<file path="src/rtl/tdm_pkg.sv">
// Shared constants and lane entry type for the TDM ingress path into the
// 10-port switch core.
package tdm_pkg;

   localparam int unsigned NUM_PORTS  = 10;
   localparam int unsigned FRAME_LEN  = 256;
   localparam int unsigned SLOT_W     = 8;
   localparam int unsigned DATA_WIDTH = 8;

   typedef struct packed {
      logic                  sop;
      logic [DATA_WIDTH-1:0] data;
   } tdm_entry_t;

   localparam tdm_entry_t IDLE_ENTRY = '{sop: 1'b0, data: '0};

endpackage

</file>
<file path="src/rtl/tdm_port_fifo.sv">
// Per-port synchronous FIFO: register storage, wrapping pointers, level count.
module tdm_port_fifo
   import tdm_pkg::*;
#(
   parameter int unsigned DEPTH = 16,
   parameter int unsigned LVL_W = $clog2(DEPTH) + 1
) (
   input  logic             clk,
   input  logic             rst,
   input  logic             push,
   input  tdm_entry_t       push_entry,
   input  logic             pop,
   output tdm_entry_t       head,
   output logic             full,
   output logic             empty,
   output logic [LVL_W-1:0] level
);

   localparam int unsigned PTR_W = $clog2(DEPTH);

   tdm_entry_t       mem [DEPTH];
   logic [PTR_W-1:0] wr_ptr;
   logic [PTR_W-1:0] rd_ptr;
   logic             do_push;
   logic             do_pop;

   assign full    = (level == LVL_W'(DEPTH));
   assign empty   = (level == '0);
   assign do_push = push & ~full;
   assign do_pop  = pop & ~empty;
   assign head    = mem[rd_ptr];

   always_ff @(posedge clk or negedge rst) begin
      if (!rst) begin
         wr_ptr <= '0;
         rd_ptr <= '0;
         level  <= '0;
      end else begin
         if (do_push) wr_ptr <= wr_ptr + PTR_W'(1);
         if (do_pop)  rd_ptr <= rd_ptr + PTR_W'(1);
         case ({do_push, do_pop})
            2'b10:   level <= level + LVL_W'(1);
            2'b01:   level <= level - LVL_W'(1);
            default: level <= level;
         endcase
      end
   end

   // Storage needs no reset: entries are only read while the level says valid.
   always_ff @(posedge clk) begin
      if (do_push) mem[wr_ptr] <= push_entry;
   end

endmodule

</file>
<file path="src/rtl/tdm_ingress_mux.sv">
// Slot-driven multiplexer: buffers ten port streams and emits port k's head
// byte only in slot k of a free-running 256-cycle frame.
module tdm_ingress_mux
   import tdm_pkg::tdm_entry_t, tdm_pkg::IDLE_ENTRY, tdm_pkg::SLOT_W, tdm_pkg::FRAME_LEN;
#(
   parameter int unsigned DATA_WIDTH = tdm_pkg::DATA_WIDTH,
   parameter int unsigned NUM_PORTS  = tdm_pkg::NUM_PORTS,
   parameter int unsigned FIFO_DEPTH = 16
) (
   input  logic                                         clk,
   input  logic                                         rst,
   input  logic [NUM_PORTS-1:0]                         in_valid,
   input  logic [NUM_PORTS-1:0]                         in_sop,
   input  logic [NUM_PORTS*DATA_WIDTH-1:0]              in_data,
   output logic [NUM_PORTS-1:0]                         in_ready,
   output logic                                         output_wire,
   output logic                                         output_new_packet,
   output logic [DATA_WIDTH-1:0]                        output_data,
   output logic [7:0]                                   slot_o,
   output logic [NUM_PORTS*($clog2(FIFO_DEPTH)+1)-1:0]  fifo_level
);

   localparam int unsigned LVL_W = $clog2(FIFO_DEPTH) + 1;

   logic [SLOT_W-1:0]    slot;
   logic [SLOT_W-1:0]    next_slot;
   logic [NUM_PORTS-1:0] pop;
   logic [NUM_PORTS-1:0] empty;
   logic [NUM_PORTS-1:0] full;
   tdm_entry_t           head [NUM_PORTS];
   tdm_entry_t           lane_d;
   tdm_entry_t           lane_q;
   logic                 lane_valid_d;
   logic                 lane_valid_q;

   assign next_slot = (slot == SLOT_W'(FRAME_LEN - 1)) ? '0 : slot + SLOT_W'(1);

   for (genvar k = 0; k < NUM_PORTS; k++) begin : g_port
      tdm_port_fifo #(
         .DEPTH (FIFO_DEPTH),
         .LVL_W (LVL_W)
      ) u_fifo (
         .clk        (clk),
         .rst        (rst),
         .push       (in_valid[k]),
         .push_entry ('{sop: in_sop[k], data: in_data[k*DATA_WIDTH +: DATA_WIDTH]}),
         .pop        (pop[k]),
         .head       (head[k]),
         .full       (full[k]),
         .empty      (empty[k]),
         .level      (fifo_level[k*LVL_W +: LVL_W])
      );
   end

   assign in_ready = ~full;

   // Decode on the slot being entered so the registered lane lines up with slot_o.
   always_comb begin
      pop          = '0;
      lane_valid_d = 1'b0;
      lane_d       = IDLE_ENTRY;
      for (int unsigned k = 0; k < NUM_PORTS; k++) begin
         if (next_slot == SLOT_W'(k) && !empty[k]) begin
            pop[k]       = 1'b1;
            lane_valid_d = 1'b1;
            lane_d       = head[k];
         end
      end
   end

   always_ff @(posedge clk or negedge rst) begin
      if (!rst) begin
         slot         <= '0;
         lane_valid_q <= 1'b0;
         lane_q       <= IDLE_ENTRY;
      end else begin
         slot         <= next_slot;
         lane_valid_q <= lane_valid_d;
         lane_q       <= lane_d;
      end
   end

   assign output_wire       = lane_valid_q;
   assign output_new_packet = lane_q.sop;
   assign output_data       = lane_q.data;
   assign slot_o            = slot;

endmodule

</file>
<file path="config.mk">
export PLATFORM = sky130hd
export DESIGN_NAME = tdm_ingress_mux
export DESIGN_NICKNAME = d
export VERILOG_FILES = /design/src/rtl/tdm_pkg.sv /design/src/rtl/tdm_port_fifo.sv /design/src/rtl/tdm_ingress_mux.sv
export SDC_FILE = /design/constraint.sdc
export NUM_CORES = 2
export LEC_CHECK = 0
export BUFFER_PORTS_ARGS = -buffer_cell sky130_fd_sc_hd__buf_4
export CAP_MARGIN = 40
export CORE_ASPECT_RATIO = 1.5
export CORE_MARGIN = 2
export CORE_UTILIZATION = 67
export DETAILED_ROUTE_END_ITERATION = 8
export PLACE_DENSITY = 0.83
export SYNTH_ARGS = -nofsm -noshare
export SYNTH_HDL_FRONTEND = slang
export SYNTH_SLANG_ARGS = --single-unit
</file>
<file path="constraint.sdc">
create_clock -name clk -period 5.46 [get_ports clk]
set_clock_uncertainty 0.05 [all_clocks]
set_input_delay 1.092 -clock clk [delete_from_list [all_inputs] [get_ports clk]]
set_output_delay 1.092 -clock clk [all_outputs]
set_load 0.02 [all_outputs]
</file>
== Yosys cells after proc, flatten, opt, wreduce, memory -nomap -nowiden ==
Memory sizes are Yosys's and may differ from the RTL's.
Index checks and enable logic that the tools add are counted.
Operators by class
  add/subtract/negate cells: 41
  reduce and logical (&&, ||, !) cells: 41
  bitwise logic cells: 41
  eq/ne operators: 40
  muxes and demuxes: 60
Operator list (count)
  one-hot mux 5 bit (2 select lines): 10
  two-way mux 9 bit: 10
  adder 4 x 1 -> 4 bit (second input constant): 20
  adder 5 x 1 -> 5 bit (second input constant): 10
  == test 5 bit (second input constant): 10
  logical NOT 5 bit: 10
  subtractor 5 x 1 -> 5 bit (second input constant): 10
  two-way mux 1 bit: 39
  == test 8 x 3 -> 1 bit (second input constant): 4
  bitwise AND 1 bit: 20
  == test 2 x 1 -> 1 bit (second input constant): 10
  == test 2 bit (second input constant): 10
  inverter 1 bit: 20
  nonzero test 2 bit: 10
  == test 8 x 2 -> 1 bit (second input constant): 2
  == test 8 x 4 -> 1 bit (second input constant): 2
  logical AND 1 bit: 10
  logical NOT 1 bit: 10
  inverter 10 bit: 1
  adder 8 x 1 -> 8 bit (second input constant): 1
  == test 8 x 1 -> 1 bit (second input constant): 1
  == test 8 bit (second input constant): 1
  logical NOT 8 bit: 1
  two-way mux 8 bit: 1
Storage, ports and cells
  bits in registers: 148
  logic and storage cells: 267
  memories: 10
  RAM bits: 1440
  input port bits: 102
  output and inout bits: 78
Memory list
  g_port[0].u_fifo.mem: words 16, width 9, read ports 1, clocked after memory_dff 0, wr ports 1, RTL line tdm_port_fifo.sv:21  | tdm_entry_t mem [DEPTH];
  g_port[1].u_fifo.mem: words 16, width 9, read ports 1, clocked after memory_dff 0, wr ports 1, RTL line tdm_port_fifo.sv:21
  g_port[2].u_fifo.mem: words 16, width 9, read ports 1, clocked after memory_dff 0, wr ports 1, RTL line tdm_port_fifo.sv:21
  g_port[3].u_fifo.mem: words 16, width 9, read ports 1, clocked after memory_dff 0, wr ports 1, RTL line tdm_port_fifo.sv:21
  g_port[4].u_fifo.mem: words 16, width 9, read ports 1, clocked after memory_dff 0, wr ports 1, RTL line tdm_port_fifo.sv:21
  g_port[5].u_fifo.mem: words 16, width 9, read ports 1, clocked after memory_dff 0, wr ports 1, RTL line tdm_port_fifo.sv:21
  4 more memories

== Depth between registers and ports, before layout ==
  depth after elaboration: 14
  depth in mapped cells: 17
  depth with buffers taken out: 15

== Modules after synthesis ==
From an unflattened synthesis, not the netlist that was laid out.
Second synthesis, totals
  cells, all modules: 3827
  area total of the unflattened synthesis: 65749.3 µm²
By module, submodules not included
  tdm_port_fifo at g_port[0].u_fifo ...: area each 6392.4 µm², sequential area each 4649.5 µm², instances 8, cells each 361
  tdm_port_fifo at g_port[8].u_fifo ...: area each 6342.3 µm², sequential area each 4649.5 µm², instances 2, cells each 346
  tdm_ingress_mux: area each 1925.6 µm², sequential area each 450.4 µm², instances 1, cells each 247

== Worst setup path before layout ==
No wires, ideal clock.
  kind: register to register
  from: register slot[0] (netlist: slot_o[0])
  to: register g_port[5].u_fifo.level[4]
  cell stages (with the launch flop): 17
  arrival: 3.459 ns
  data required time: 5.278 ns
  setup slack: 1.819 ns
  buffers on the path: 2
  library setup time: 0.132 ns
  clock period less this slack: 3.641 ns
  path through: dfrtp_1 -> ha_1 -> buf_2 -> o41ai_1 -> a32o_1 -> nand2b_1 -> inv_1 -> clkbuf_1 -> ha_1 -> inv_1 -> fa_1 -> inv_1 -> a21o_1 -> a21oi_1 -> xnor2_1 -> nor2_1 -> xor2_1
On the way
  cells in the longest elaborated chain, start to end: 8
  elaborated cells between the ends (all ways): 11
  those cells by class: 1 x add/sub; 4 x eq/ne; 3 x mux; 1 x bitwise; 2 x reduce/logical
RTL lines
  from (decl): RTL line tdm_ingress_mux.sv:25  | logic [SLOT_W-1:0] slot;
  from (signal assigned): RTL line tdm_ingress_mux.sv:77  | slot <= next_slot;
  adder 8 x 1 -> 8 bit or == test 8 bit (tied branches): RTL line tdm_ingress_mux.sv:36  | assign next_slot = (slot == SLOT_W'(FRAME_LEN - 1)) ? '0 : slot + SLOT_W'(1);
  two-way mux 8 bit *: RTL line tdm_ingress_mux.sv:36
  == test 8 x 3 -> 1 bit *: RTL line tdm_ingress_mux.sv:63  | if (next_slot == SLOT_W'(k) && !empty[k]) begin
  logical AND 1 bit *: RTL line tdm_ingress_mux.sv:63
  two-way mux 1 bit *: RTL line tdm_ingress_mux.sv:63
  bitwise AND 1 bit *: RTL line tdm_port_fifo.sv:30  | assign do_pop = pop & ~empty;
  named net g_port[5].u_fifo.do_pop: RTL line tdm_port_fifo.sv:25  | logic do_pop;
  == test 2 x 1 -> 1 bit or == test 2 bit (tied branches): RTL line tdm_port_fifo.sv:41  | case ({do_push, do_pop})
  one-hot mux 5 bit (2 select lines) or nonzero test 2 bit (tied branches)
  to (signal assigned): RTL line tdm_port_fifo.sv:42  | 2'b10: level <= level + LVL_W'(1);
  to (signal assigned): RTL line tdm_port_fifo.sv:43  | 2'b01: level <= level - LVL_W'(1);
  to (signal assigned): RTL line tdm_port_fifo.sv:44  | default: level <= level;
  to (decl): RTL line tdm_port_fifo.sv:16  | output logic [LVL_W-1:0] level
Mark *: on every way through the listed nets, which the timed path passes. The rest lies on a longest branch.
A chain may end at the register's enable or synchronous reset.

== Final worst setup path ==
  from: register slot[0] (netlist: slot_o[0])
  to: register g_port[5].u_fifo.level[4]
On the way
  cells in the longest elaborated chain, start to end: 8
  elaborated cells between the ends (all ways): 11
  those cells by class: 1 x add/sub; 4 x eq/ne; 3 x mux; 1 x bitwise; 2 x reduce/logical
RTL lines (RTL line)
  adder 8 x 1 -> 8 bit or == test 8 bit (tied branches): tdm_ingress_mux.sv:36
  two-way mux 8 bit *: tdm_ingress_mux.sv:36
  == test 8 x 3 -> 1 bit *: tdm_ingress_mux.sv:63
  logical AND 1 bit *: tdm_ingress_mux.sv:63
  two-way mux 1 bit *: tdm_ingress_mux.sv:63
  bitwise AND 1 bit *: tdm_port_fifo.sv:30
  == test 2 x 1 -> 1 bit or == test 2 bit (tied branches): tdm_port_fifo.sv:41
  one-hot mux 5 bit (2 select lines) or nonzero test 2 bit (tied branches)
Mark *: on every way between the ends. The rest lies on a longest branch, timed or not.

==> key figures <==
Finish
  • Post-route cell area: 72700 µm²
  • Fraction of layout cells with a size suffix above 1: 27.8%
  • Most common cell after layout, fill and taps aside: edfxtp_1
  • Most frequent cells in the layout: edfxtp_1 (1440), mux4_2 (394), buf_4 (353), nor2_1 (152), nand2_1 (150)
  • Syn-to-layout area delta: 13.3%
  • NumNets Final: 3815
  • Fillers: 4882

Timing
  • Worst rel slew slack: 27.6%
  • Max-slew violation count: 0
  • RSZ-0062 raised after global routing: false
  • Tcrit/Tclk final: 84.5%
  • Final setup violation count: 0
  • Fin crit period: 4.61 ns
  • Actual slew at the worst max-slew pin: 1.09 ns
  • Setup slack after layout: 0.846 ns
  • FMAX: 217 MHz
  • Setup TNS: 0 ns
  • Final hold vios: 0

Global route
  • First-pass GRT wire length: 237000 µm
  • Grt ovf: 0
  • All-Layer GR Usage: 33.5%
  • Largest net degree at the start of global routing: 85
  • Initial antenna violation count: 11
  • Vias in the first global route: 35400

Worst setup path
  • Crit path max-delay cell type: inv_1
  • WP data required: 6.11 ns
  • Type of origin of the critical path: flop
  • Worst-path fanout max: 15
  • Most frequent cell on the critical path: inv_1
  • CP cell instances: ha_1 > o41ai_1 > a32o_1 > nand2b_1 > inv_1 > ha_1 > inv_1 > fa_1 > inv_1 > a21o_1 > a21oi_1 > xnor2_1 > nor2_1 > xor2_1
  • Crit path DAT: 5.26 ns
  • Largest stage delay on the critical path: 0.61 ns
  • Worst setup path class: reg -> reg
  • Critical Path Sink Type: flop

Synth
  • Top post-synthesis cells by area: edfxtp_1 (67%), mux4_2 (14%), dfrtp_1 (5.8%), ha_1 (1.9%), xnor2_1 (1.2%)
  • Seq/Total Area, Yosys: 73.2%
  • Post-synth EDFFs: 1440
  • Post-Syn Area per Cell: 19.6 µm²
  • Post-Synthesis Cell Area: 64100 µm²
  • Ys flop type: edfxtp_1
  • Flop and latch count out of synthesis: 1588
  • Share of flip-flops with an asynchronous set or reset: 9.32%
  • Synth cell types: 72
  • Synth area leader: edfxtp_1
  • Post-Syn Nets: 3476
  • Cells after Synth: 3269
  • Synth top area share: 67.5%
  • Synth warn: 0

Floorplanning
  • IO Pins: 180
  • Die width: 257 µm
  • Chip height: 383 µm
  • Die ar.: 98200 µm²
  • Initial Utilization: 67.3%
  • Core Rows: 139
  • Core area: 95300 µm²

Clocking
  • Postcts setup bufs: 0
  • CTS Buffer Depth: 3
  • CTS tree: done
  • Worst skew pair latency: 0.80 ns
  • Post_cts resized: 0
  • CTS sink cnt: 1588
  • H-tree depth: 4
  • Hold_buf cts: 0
  • Root Buffer: clkbuf_16
  • Num CTS Buffers: 139
  • Clock transition at the registers of the reported paths: 0.07 ns

Power and ir drop
  • Worst IR drop on VDD: 409 µV
  • Final Power: 29.6 mW
  • Static Leak: 24.9 nW
  • Pwr dens: 408 nW/µm²

Place
  • GPL Wtd Cong: 0.941
  • Post-place setup slack: 0.923 ns
  • DPL Wire Length: 104000 µm
  • Number of buffers added on ports: 179
  • DP Area: 67900 µm²

Drt
  • Post-Route WL: 161000 µm
  • Drt first pass iters: 8
  • Final ANT Viol Nets: 0
  • Routed WL per cell: 32.2 µm
  • Vias per cell: 6.82
  • First DRT Iteration DRCs: 3972
  • DRC: 0
  • Vias: 34100

Flow run
  • Max-cap viol count: 0

Hold path
  • Hold WC Path Type: in -> async

Outcome
  • Outcome: completed
-- worst paths after layout --
path | from | end | slack, ns | depth (start not counted)
worst min-delay path | rst | g_port[3].u_fifo.wr_ptr[3]$_DFFE_PN0P_ | 0.25 | 1
worst min register to register | g_port[8].u_fifo.rd_ptr[3]$_DFFE_PN0P_ | g_port[8].u_fifo.rd_ptr[3]$_DFFE_PN0P_ | 0.50 | 1
min in group clk | g_port[8].u_fifo.rd_ptr[3]$_DFFE_PN0P_ | g_port[8].u_fifo.rd_ptr[3]$_DFFE_PN0P_ | 0.50 | 1
worst max register to register | slot_o[0]$_DFF_PN0_ | g_port[5].u_fifo.level[4]$_DFFE_PN0P_ | 0.85 | 14
max in group asynchronous | rst | g_port[4].u_fifo.rd_ptr[0]$_DFFE_PN0P_ | 3.77 | 2
worst max-delay path | slot_o[0]$_DFF_PN0_ | g_port[5].u_fifo.level[4]$_DFFE_PN0P_ | 0.85 | 14
-- synth_stat cells, types with 4 or more instances --
cell type and n:
inv_2 6, o2111ai_1 4, buf_2 43, nor3_1 55, and2_1 16, dfrtp_1 148
o21ai_0 52, nor4_1 16, mux2_2 13, or3_1 4, nor3b_1 6, nand3_1 19
a31oi_1 4, edfxtp_1 1440, a21o_1 27, xor2_1 28, buf_6 6, ha_1 95
clkbuf_1 81, fa_1 10, nand2_1 150, o22ai_1 8, mux2i_1 66, o31ai_1 4
nor2b_1 15, a221oi_1 16, a211o_1 9, o221ai_1 7, nand2b_1 30, a21oi_1 33
mux4_2 394, a21boi_0 5, nand4_1 22, a22oi_1 24, nor2_1 152, buf_1 27
buf_4 12, o21a_1 6, inv_1 68, xnor2_1 86, o211ai_1 6, a211oi_1 14
-- area by class of cell --
type | instances | area, µm² | area share [%]
clock buffer | 163 | 3600 | 4.95
sequential | 1588 | 47000 | 64.6
clock inverter | 95 | 1100 | 1.52
multi-input combinational | 1436 | 16200 | 22.3
timing repair buffer | 367 | 2890 | 3.98
tap | 1269 | 1590 | 2.19
antenna | 10 | 25.0 | 0.0344
inverter | 76 | 285 | 0.393
-- stage by stage --
| stage | instances | hold slack, ns | utilization (%) |
|---|---|---|---|
| finish | 5004 | 0.249 | 76.2 |
| global route | 5002 | 0.327 | 76.2 |
| CTS | 4990 | 0.308 | 76.2 |
| detailed placement | 4732 | 0.475 | 71.2 |
| global placement | 4599 | 0.445 | 70.1 |
| floorplan | 3269 | 0.453 | - |
-- cells by family (layout without fill, tap and decap cells) --
kind of cell	count (synthesis)	count (layout)	share of synthesized area [%]
simple gates	496	496	3.55
flops	1588	1588	73.2
other cells	0	10	0
xor+xnor	115	115	1.58
fa+ha+maj	105	105	2.17
mux	473	473	15.1
compound gates	247	247	2.70
buf+inv	245	701	1.66
-- registers in the layout (all words and copies together) (netlist names) --
| name | cells |
|---|---|
| slot_o | 8 |
| g_port.u_fifo.wr_ptr | 40 |
| g_port.u_fifo.rd_ptr | 40 |
| output_wire | 1 |
| output_data | 8 |
| g_port.u_fifo.level | 50 |
| output_new_packet | 1 |
| g_port.u_fifo.mem | 1440 |
-- metal layers --
| layer | GRT usage [%] | routed length, µm | vias up |
|---|---|---|---|
| met5 | 0 | 22 | - |
| met4 | 16.9 | 9170 | 4 |
| met3 | 6.66 | 12800 | 451 |
| met2 | 58.5 | 85300 | 2053 |
| met1 | 40.0 | 53700 | 17800 |
| li1 | - | - | 13800 |
-- worst max-delay path: cells and delay by family (launching register included) --
family	cells	cell delay (ns)
xor+xnor	2	0.27
simple gates	2	0.61
buf+inv	3	0.79
flops	1	0.47
fa+ha+maj	3	1.08
compound gates	4	1.26
-- report_power, final --
group | leakage (nW) | switching (mW) | internal [mW]
Combinational | 7.80 | 2.52 | 1.56
Clock | 2.26 | 4.58 | 5.59
Sequential | 14.8 | 0.847 | 14.5
(Power assumes the default switching activity.)
